--- config.mk ---
export PLATFORM = sky130hd
export DESIGN_NAME = event_logger_flat
export DESIGN_NICKNAME = d
export VERILOG_FILES = /design/src/rtl/logger_pkg.sv /design/src/rtl/event_logger_if.sv /design/src/rtl/event_logger_fifo.sv /design/src/rtl/event_logger.sv /design/src/flat_wrapper.sv
export SDC_FILE = /design/constraint.sdc
export NUM_CORES = 2
export LEC_CHECK = 0
export CAP_MARGIN = 10
export CORE_MARGIN = 2
export CORE_UTILIZATION = 35
export CTS_BUF_LIST = sky130_fd_sc_hd__clkbuf_8 sky130_fd_sc_hd__clkbuf_16
export DETAILED_ROUTE_END_ITERATION = 16
export REMOVE_ABC_BUFFERS = 1
export SLEW_MARGIN = 20
export SYNTH_ARGS = -nofsm -noshare
export SYNTH_HDL_FRONTEND = slang
export SYNTH_SLANG_ARGS = --single-unit
--- constraint.sdc ---
create_clock -name clk -period 17.7 [get_ports clk]
set_input_delay 3.54 -clock clk [delete_from_list [all_inputs] [get_ports clk]]
set_output_delay 3.54 -clock clk [all_outputs]
set_load 0.01 [all_outputs]
--- src/rtl/logger_pkg.sv ---
// logger_pkg: definitions shared by the event logger and its FIFO.
//   entry_type_e : type flag stored in the MSB of every log entry
//                  (normal event entry or drop-count marker).
//   TIME_LSB / event_lsb() / type_bit() : bit offsets of the fields
//                  inside an LDW = 1+SEW+ATW bit entry laid out as
//                  {type, event[SEW-1:0], time_or_count[ATW-1:0]}.
package logger_pkg;

   typedef enum logic {
      ENTRY_NORMAL = 1'b0,
      ENTRY_MARKER = 1'b1
   } entry_type_e;

   localparam int TIME_LSB = 0;

   function automatic int event_lsb(input int atw);
      return atw;
   endfunction

   function automatic int type_bit(input int sew, input int atw);
      return atw + sew;
   endfunction

endpackage

--- src/rtl/event_logger_if.sv ---
// event_logger_if: the three streams of the event logger.
//   sti_* : sample input stream   (tvalid/tevent/tdata in, tready out)
//   sto_* : sample output stream  (tvalid/tevent/tdata out, tready in)
//   stl_* : log stream            (tvalid/tdata out, tready in)
// Modports:
//   slave  : the logger side
//   master : the environment side (source of sti, sink of sto and stl)
interface event_logger_if #(
   parameter int SEW = 2,
   parameter int SDW = 32,
   parameter int ATW = 48,
   parameter int LDW = 1 + SEW + ATW
);

   logic           sti_tready;
   logic           sti_tvalid;
   logic [SEW-1:0] sti_tevent;
   logic [SDW-1:0] sti_tdata;

   logic           sto_tready;
   logic           sto_tvalid;
   logic [SEW-1:0] sto_tevent;
   logic [SDW-1:0] sto_tdata;

   logic           stl_tready;
   logic           stl_tvalid;
   logic [LDW-1:0] stl_tdata;

   modport slave (
      output sti_tready,
      input  sti_tvalid, sti_tevent, sti_tdata,
      input  sto_tready,
      output sto_tvalid, sto_tevent, sto_tdata,
      input  stl_tready,
      output stl_tvalid, stl_tdata
   );

   modport master (
      input  sti_tready,
      output sti_tvalid, sti_tevent, sti_tdata,
      output sto_tready,
      input  sto_tvalid, sto_tevent, sto_tdata,
      output stl_tready,
      input  stl_tvalid, stl_tdata
   );

endinterface

--- src/rtl/event_logger_fifo.sv ---
// event_logger_fifo: log storage with a registered output stage.
//   clk, rst  : clock, synchronous active-high reset
//   wr_en     : write wr_data this cycle (ignored while full)
//   full      : occupancy equals LEN (state at start of cycle)
//   level     : occupancy, counting the entry held in the output register
//   rd_ready  : downstream accepts rd_data
//   rd_valid  : rd_data holds an entry
//   rd_data   : registered output entry
module event_logger_fifo #(
   parameter int LDW = 51,
   parameter int LEN = 32,
   localparam int AW = $clog2(LEN),
   localparam int PW = AW + 1
) (
   input  logic           clk,
   input  logic           rst,
   input  logic           wr_en,
   input  logic [LDW-1:0] wr_data,
   output logic           full,
   output logic [PW-1:0]  level,
   input  logic           rd_ready,
   output logic           rd_valid,
   output logic [LDW-1:0] rd_data
);

   logic [LDW-1:0] mem [LEN];
   logic [PW-1:0]  wr_ptr;
   logic [PW-1:0]  rd_ptr;
   logic [PW-1:0]  wr_ptr_seen;
   logic           mem_empty;
   logic           pop_out;
   logic           rd_en;
   logic           mem_rd;
   logic           wr_do;

   // The output register counts toward occupancy, so an entry frees its
   // slot only when the consumer takes it; full then blocks writes even
   // if a handshake happens in the same cycle.
   assign full    = (level == PW'(LEN));
   assign wr_do   = wr_en & ~full;

   // The read side sees the write pointer one cycle late: a freshly
   // written word becomes readable on the following cycle.
   assign mem_empty = (wr_ptr_seen == rd_ptr);
   assign pop_out   = rd_valid & rd_ready;
   assign rd_en     = (~mem_empty & ~rd_valid) | pop_out;
   assign mem_rd    = rd_en & ~mem_empty;

   // Storage and output data are not reset; pointers and valid qualify them.
   always_ff @(posedge clk) begin
      if (!rst) begin
         if (wr_do) begin
            mem[wr_ptr[AW-1:0]] <= wr_data;
         end
         if (mem_rd) begin
            rd_data <= mem[rd_ptr[AW-1:0]];
         end
      end
   end

   always_ff @(posedge clk) begin
      if (rst) begin
         wr_ptr      <= '0;
         rd_ptr      <= '0;
         wr_ptr_seen <= '0;
         level       <= '0;
         rd_valid    <= 1'b0;
      end else begin
         if (wr_do) begin
            wr_ptr <= wr_ptr + PW'(1);
         end
         wr_ptr_seen <= wr_ptr;
         if (mem_rd) begin
            rd_ptr <= rd_ptr + PW'(1);
         end
         if (rd_en) begin
            rd_valid <= ~mem_empty;
         end
         case ({wr_do, pop_out})
            2'b10:   level <= level + PW'(1);
            2'b01:   level <= level - PW'(1);
            default: level <= level;
         endcase
      end
   end

endmodule

--- src/rtl/event_logger.sv ---
// event_logger: passes a sample stream straight through and logs selected
// events, with a timestamp, into a FIFO read out on the stl stream.
//   clk, rst   : clock, synchronous active-high reset
//   cfg_ena    : logging enable
//   cfg_tmode  : timestamp mode (0 = count sti transfers, 1 = count cycles)
//   cfg_emask  : per-bit event enable mask
//   err_full   : one-cycle pulse per event dropped while the log was full
//   sts_level  : log occupancy
//   bus        : sti/sto/stl streams (event_logger_if.slave)
// Log entries are {type, event, time} for normal entries and
// {type, zeros, dropped-count} for markers.
module event_logger
   import logger_pkg::*;
#(
   parameter int SEW = 2,
   parameter int SDW = 32,
   parameter int ATW = 48,
   parameter int LEN = 32,
   localparam int LDW = 1 + SEW + ATW,
   localparam int LVW = $clog2(LEN) + 1
) (
   input  logic           clk,
   input  logic           rst,
   input  logic           cfg_ena,
   input  logic           cfg_tmode,
   input  logic [SEW-1:0] cfg_emask,
   output logic           err_full,
   output logic [LVW-1:0] sts_level,
   event_logger_if.slave  bus
);

   localparam int EVENT_POS = event_lsb(ATW);
   localparam int TYPE_POS  = type_bit(SEW, ATW);

   logic [SEW-1:0] masked_event;
   logic           transfer;
   logic           candidate;
   logic [ATW-1:0] atc;
   logic [ATW-1:0] lost;
   logic [ATW-1:0] marker_count;
   logic           full;
   logic           wr_en;
   logic [LDW-1:0] wr_entry;

   assign bus.sti_tready = bus.sto_tready;
   assign bus.sto_tvalid = bus.sti_tvalid;
   assign bus.sto_tevent = bus.sti_tevent;
   assign bus.sto_tdata  = bus.sti_tdata;

   assign masked_event = bus.sti_tevent & cfg_emask;
   assign transfer     = bus.sti_tvalid & bus.sto_tready;
   assign candidate    = transfer & cfg_ena & (|masked_event);

   // A candidate arriving in the marker cycle is counted in the marker
   // instead of getting its own entry.
   assign marker_count = (candidate && (lost != '1)) ? lost + ATW'(1) : lost;

   // A pending marker takes the write slot ahead of any new event.
   always_comb begin
      wr_en    = 1'b0;
      wr_entry = '0;
      if (!full) begin
         if (lost != '0) begin
            wr_en                            = 1'b1;
            wr_entry[TYPE_POS]               = ENTRY_MARKER;
            wr_entry[EVENT_POS +: SEW]       = '0;
            wr_entry[TIME_LSB +: ATW]        = marker_count;
         end else if (candidate) begin
            wr_en                            = 1'b1;
            wr_entry[TYPE_POS]               = ENTRY_NORMAL;
            wr_entry[EVENT_POS +: SEW]       = masked_event;
            wr_entry[TIME_LSB +: ATW]        = atc;
         end
      end
   end

   always_ff @(posedge clk) begin
      if (rst) begin
         atc      <= '0;
         lost     <= '0;
         err_full <= 1'b0;
      end else begin
         if (cfg_ena && (cfg_tmode || transfer)) begin
            atc <= atc + ATW'(1);
         end
         err_full <= full & candidate;
         if (!full && (lost != '0)) begin
            lost <= '0;
         end else if (full && candidate && (lost != '1)) begin
            lost <= lost + ATW'(1);
         end
      end
   end

   event_logger_fifo #(
      .LDW (LDW),
      .LEN (LEN)
   ) u_fifo (
      .clk      (clk),
      .rst      (rst),
      .wr_en    (wr_en),
      .wr_data  (wr_entry),
      .full     (full),
      .level    (sts_level),
      .rd_ready (bus.stl_tready),
      .rd_valid (bus.stl_tvalid),
      .rd_data  (bus.stl_tdata)
   );

endmodule

--- src/flat_wrapper.sv ---
// flat-port wrapper written by rule: the top's interface ports become plain ports
module event_logger_flat import logger_pkg::*;
#(
   parameter int SEW = 2,
   parameter int SDW = 32,
   parameter int ATW = 48,
   parameter int LEN = 32,
   localparam int LDW = 1 + SEW + ATW,
   localparam int LVW = $clog2(LEN) + 1
)
  (clk, rst, cfg_ena, cfg_tmode, cfg_emask, err_full, sts_level, bus_sti_tready, bus_sti_tvalid, bus_sti_tevent, bus_sti_tdata, bus_sto_tready, bus_sto_tvalid, bus_sto_tevent, bus_sto_tdata, bus_stl_tready, bus_stl_tvalid, bus_stl_tdata);
  event_logger_if #(.SEW(SEW), .SDW(SDW), .ATW(ATW)) bus_i ();
  input  logic clk;
  input  logic rst;
  input  logic cfg_ena;
  input  logic cfg_tmode;
  input  logic [SEW-1:0] cfg_emask;
  output logic err_full;
  output logic [LVW-1:0] sts_level;
  output wire logic [$bits(bus_i.sti_tready)-1:0] bus_sti_tready;
  input wire logic [$bits(bus_i.sti_tvalid)-1:0] bus_sti_tvalid;
  input wire logic [$bits(bus_i.sti_tevent)-1:0] bus_sti_tevent;
  input wire logic [$bits(bus_i.sti_tdata)-1:0] bus_sti_tdata;
  input wire logic [$bits(bus_i.sto_tready)-1:0] bus_sto_tready;
  output wire logic [$bits(bus_i.sto_tvalid)-1:0] bus_sto_tvalid;
  output wire logic [$bits(bus_i.sto_tevent)-1:0] bus_sto_tevent;
  output wire logic [$bits(bus_i.sto_tdata)-1:0] bus_sto_tdata;
  input wire logic [$bits(bus_i.stl_tready)-1:0] bus_stl_tready;
  output wire logic [$bits(bus_i.stl_tvalid)-1:0] bus_stl_tvalid;
  output wire logic [$bits(bus_i.stl_tdata)-1:0] bus_stl_tdata;
  assign bus_sti_tready = bus_i.sti_tready;
  assign bus_i.sti_tvalid = bus_sti_tvalid;
  assign bus_i.sti_tevent = bus_sti_tevent;
  assign bus_i.sti_tdata = bus_sti_tdata;
  assign bus_i.sto_tready = bus_sto_tready;
  assign bus_sto_tvalid = bus_i.sto_tvalid;
  assign bus_sto_tevent = bus_i.sto_tevent;
  assign bus_sto_tdata = bus_i.sto_tdata;
  assign bus_i.stl_tready = bus_stl_tready;
  assign bus_stl_tvalid = bus_i.stl_tvalid;
  assign bus_stl_tdata = bus_i.stl_tdata;
  event_logger #(.SEW(SEW), .SDW(SDW), .ATW(ATW), .LEN(LEN)) u_core (.clk(clk), .rst(rst), .cfg_ena(cfg_ena), .cfg_tmode(cfg_tmode), .cfg_emask(cfg_emask), .err_full(err_full), .sts_level(sts_level), .bus(bus_i));
endmodule
# == After elaboration in Yosys (flattened, before gate mapping) ==
# Memory sizes are Yosys's and may differ from the RTL's. A register that Yosys moved wholly into a read port is not among the register bits.
# Cells that the tools add are included.
# Widths: inputs -> output; s select.
# classes
add_sub_neg,6
n_eq_ne,5
bitwise_logic,14
reduce_logical,12
mux,11
# op_table
op,n
$mux 51,2
$add 48x1->48 const B,2
$mux 50,1
$mux 48,1
$ne 48x48->1 const B,1
$reduce_bool 48->1,1
$add 6x1->6 const B,3
$pmux 6 s2,1
$and 1x1->1,8
$eq 6x6->1,1
$eq 6x6->1 const B,1
$mux 1,6
$sub 6x1->6 const B,1
$logic_and 1x1->1,5
$not 1->1,4
$reduce_or 2->1,2
$and 2x2->2,1
$eq 2x1->1 const B,1
$eq 2x2->1 const B,1
$reduce_and 2->1,1
$reduce_bool 2->1,1
$logic_not 1->1,1
$logic_or 1x1->1,1
$or 1x1->1,1
# word_totals
out_inout_bits,95
elab_cells,57
regBits,122
inputBits,43
ram_bits,1632
mem_count,1
# mem_list
memory,depth,width,rd,rd_clocked_by_memory_dff,wr,line_no,text
u_core.u_fifo.mem,32,51,1,1,1,event_logger_fifo.sv:26,logic [LDW-1:0] mem [LEN];

# == Longest topological paths before layout ==
# logic_depth
depth_word,10
mapped_depth,17
mapped_depth_nobuf,16

# == By module ==
# A second synthesis with hierarchy kept.
# hier_totals
cells_unflattened,3809
hier_area_um2,71408.5
# modules_own_cells
module,cells_per_inst,area_per_inst_um2,seq_area_each_um2,instances
event_logger_fifo,2908,64700.8,51039.0,1
event_logger,901,6707.7,1941.9,1

# == Worst setup path after synthesis ==
# Ideal clock, no wire load.
# synth_path
path_type,input -> register
startpoint,input port cfg_ena
endpoint,memory u_core.u_fifo.mem[0][34] (data pin)
cell_stages,6
setup_ps,756
arrival_time_ps,7478
path_buffers,0
required_time_ps,16944
slack_ps,9467
path_cell_list,nand3_1 > nor4_1 > nand2_1 > nor3_1 > nor3_1 > a2111oi_0
# synth_between
elab_chain_len,6
elab_cells_between_ends,7
classes_between,4 x mux; 2 x bitwise; 1 x reduce/logical
# synth_rtl
element,line_no,text
"start, declared",flat_wrapper.sv:15,input logic cfg_ena;
$and 1x1->1 * (2 in series),event_logger.sv:52,assign candidate = transfer & cfg_ena & (|masked_event);
$logic_and 1x1->1,event_logger.sv:56,assign marker_count = (candidate && (lost != '1)) ? lost + ATW'(1) : lost;
$mux 48,event_logger.sv:56,
$mux 51 *,event_logger.sv:63,if (lost != '0) begin
$mux 51 *,event_logger.sv:62,if (!full) begin
named net u_core.u_fifo.wr_data[34],event_logger_fifo.sv:18,"input logic [LDW-1:0] wr_data,"
"end, declared",event_logger_fifo.sv:26,
# The timed path passes the listed nets; every way through them passes the cells marked *.

# == Worst setup path after layout ==
# layout_path
startpoint,input port bus_sti_tevent[0]
endpoint,output port bus_sto_tevent[0]
# layout_lines
element,line_no,text
"start, declared",flat_wrapper.sv:22,input wire logic [$bits(bus_i.sti_tevent)-1:0] bus_sti_tevent;
"end, declared",flat_wrapper.sv:26,output wire logic [$bits(bus_i.sto_tevent)-1:0] bus_sto_tevent;
# No word-level cell between the ends.

==> impl_metrics.toml <==
[status]
status = "finished, final reports clean"

[die]
initial_utilization_pct = 35.2
die_width_um = 455
core_um2 = 202000
die_h_um = 455
ios = 138
floorplan.rows = 165
die-area_um2 = 207000

[placed_design]
hpwlAfterDp_mm = 99.5
portBuffers = 73
gp_congestion = 0.908
place_ws_ns = 8.74
placed_area_um2 = 75600

[worst_hold_path]
hp-class = "register to register"
min_from = "u_core.u_fifo.wr_ptr[5]$_SDFFE_PP0P_"
holdPathStages = 1
hold_end = "u_core.u_fifo.wr_ptr_seen[5]$_SDFF_PP0_"

[clock_tree]
clock-sinks = 1805
htreeDepth = 4
cts-resized-gates = 0
cts_tree = "yes"
path_clk_slew_ns = 0.06
cts.path.max_buffers = 3
clock_latency_ns = 0.82
cts_root_buf = "clkbuf_16"
ctsHoldBuffers = 0
cts_buffers = 183
post-cts-setup-buffers = 0

[grt]
grt_usage_pct = 16.8
antenna_found_initial = 3
overflow = 0
grt_pass1_wl_mm = 251
grt_pass1_vias = 34700
grt_max_degree = 147

[run]
maxCapViolCount = 0

[worst_setup_path]
cp.buffers_inverters = 2
setup.worst_path.end_class = "output pin"
crit_slowest_cell = "clkdlybuf4s50_1"
crit_chain = "clkdlybuf4s50_1, clkdlybuf4s50_1"
crit_arrival_ns = 4.60
critPathTopFamily = "buffers and inverters"
cp_common_cell = "clkdlybuf4s50_1"
r2r_setup_slack_ns = 12.78
rr_endpoint = "u_core.u_fifo.rd_data[20]$_DFFE_PP_"
timing.critical_path.slowest_cell_delay_ns = 0.55
crit_fanout = 3
setup.worst_path.start_class = "input pin"
reg2reg_from = "u_core.u_fifo.rd_ptr[0]$_SDFFE_PP0P_"
worst-setup-path-type = "input pin to output pin"
path_depth = 2
crit_required_ns = 14.16
reg2regPathDepth = 6

[synth]
ys_ff_latch = 1805
synthCells = 3440
synthFlopType = "edfxtp_1"
synth_edf_count = 1683
syn_area_per_cell_um2 = 20.7
yosysWarnings = 0
synth_seq_area_share_pct = 74.5
async_flop_share_pct = 0
syn_area_um2 = 71100
synth_cell_type_count = 59

[pwr]
power.density_nw_per_um2 = 114
ir_drop_mv = 0.110
total_power_mw = 9.33
cellLeakagePower_nw = 24.4

[drt]
drt-wirelength-per-cell_um = 27.3
vias = 34300
first_iter_violations = 3668
routed_wl_mm = 175
postRouteAntennaNets = 0
vias_per_cell = 5.37
drc = 0
first_pass_iters = 7

[timing]
relSlewSlack_pct = 18.8
max_freq_mhz = 123
tightest_slew_ns = 1.21
fin_crit_sh_pct = 46.0
fin_crit_ns = 8.14
hold_viol_final = 0
setup_ws_ns = 9.56
final_max_slew_viol_count = 0
setup_viol_count_final = 0
rsz0062_at_grt = "no"
clock_skew_ns = 0.0340

[cells_and_area]
fin_area_um2 = 81500
layout-drive-gt1-share_pct = 28.0
nets = 3624
fill_cells = 17700
syn2layout_area_growth_pct = 14.7
[final cells by class]
| cell class | instances | area [um^2] | area share, % |
|---|---|---|---|
| Inverter | 13 | 48.8 | 0.0599 |
| Clock inverter | 146 | 1080 | 1.33 |
| Clock buffer | 190 | 4710 | 5.78 |
| Tap cell | 2672 | 3340 | 4.10 |
| Sequential cell | 1805 | 53000 | 65.0 |
| Multi-Input combinational cell | 1380 | 17600 | 21.6 |
| Timing Repair Buffer | 187 | 1740 | 2.14 |
| Antenna cell | 1 | 2.50 | 0.00307 |
[metrics by stage]
step                      TNS, ns  util, %  hold WS, ns  cells
after floorplan            -69.45        -        0.452   3198
after global placement          0     37.4        0.477   6049
after detailed placement        0     37.4        0.475   6054
after CTS                       0     40.3        0.485   6390
after global routing            0     40.4        0.506   6393
final                           0     40.4        0.485   6394
[routing by layer]
metal	share of wire, %	up-vias	wire (um)	GRT usage [%]
met2	49	1140	85400	27.4
met1	43	18500	74700	23.2
li1	-	14500	-	-
met3	5.4	252	9510	2.71
met5	0	-	0	0.0700
met4	2.8	0	4940	5.42
[worst max-delay path by stage]
stage / from / endpoint / slack [ns]
finish: bus_sti_tevent[0] / bus_sto_tevent[0] / 9.56
global route: cfg_ena / u_core.u_fifo.mem[5][18]$_DFFE_PP_ / 9.45
CTS: bus_sto_tready / bus_sti_tready / 9.56
detailed placement: cfg_ena / u_core.u_fifo.mem[6][49]$_DFFE_PP_ / 8.74
global placement: cfg_ena / u_core.u_fifo.mem[13][20]$_DFFE_PP_ / 8.68
floorplan: u_core.u_fifo.rd_ptr[0]$_SDFFE_PP0P_ / u_core.u_fifo.rd_data[0]$_DFFE_PP_ / -0.74
[power by group]
group	leakage (nW)	internal, mW	switching (mW)
Clock	2.97	2.08	1.64
Combinational	4.76	0.493	0.456
Sequential	16.6	4.63	0.0340
Total	24.4	7.20	2.12
[cells by family (layout without fill, tap and decap cells)]
group,count (synthesis),count (layout),synth area share (%)
compound gates,114,114,0.930
xor+xnor,138,138,1.70
fa+ha+maj,11,11,0.194
buf+inv,255,536,1.60
flops,1805,1805,74.5
mux,570,570,17.1
other cells,0,1,0
simple gates,547,547,3.93
[synth_stat cells (13+ instances only)]
cell type | count | area [um^2]
edfxtp_1 | 1683 | 50500
mux4_2 | 510 | 11500
nor2_1 | 153 | 574
clkbuf_1 | 136 | 510
dfxtp_1 | 122 | 2440
nand2_1 | 99 | 372
xnor2_1 | 89 | 780
nor3_1 | 55 | 275
nor4_1 | 55 | 344
mux2_2 | 54 | 608
o21ai_0 | 53 | 265
xor2_1 | 49 | 429
nand3_1 | 47 | 235
buf_1 | 44 | 165
nand4_1 | 42 | 263
buf_4 | 38 | 285
a21oi_1 | 33 | 165
and3_1 | 21 | 131
buf_2 | 21 | 105
or3_1 | 18 | 113
and4_1 | 14 | 123
inv_1 | 13 | 48.8
[state kept, by name, summed over array words and instances, names as in the netlist]
signal and flops:
u_core.u_fifo.rd_valid 1, u_core.lost 48, u_core.err_full 1, u_core.u_fifo.rd_data 51, u_core.u_fifo.wr_ptr 6, u_core.u_fifo.wr_ptr_seen 6
u_core.u_fifo.rd_ptr 6, u_core.u_fifo.mem 1632, u_core.u_fifo.level 6, u_core.atc 48
[cell usage in the layout (no fill, tap or decap), types with 11 or more instances in the layout]
master	instances
nor2_1	120
nand2_1	98
clkinv_2	28
and4_1	14
xor2_1	49
xnor2_1	89
clkinv_1	40
edfxtp_1	1683
mux2_2	54
or3_1	18
o21ai_2	19
and3_1	21
buf_4	102
mux4_2	510
a21oi_1	29
clkdlybuf4s50_1	72
o21ai_4	15
nor3_1	54
nor2_4	33
nand4_1	42
ha_1	11
clkbuf_16	186
o21ai_0	17
inv_1	53
nor4_1	51
nand3_1	47
dfxtp_1	117
No activity file was read; power rests on OpenSTA's default activity.
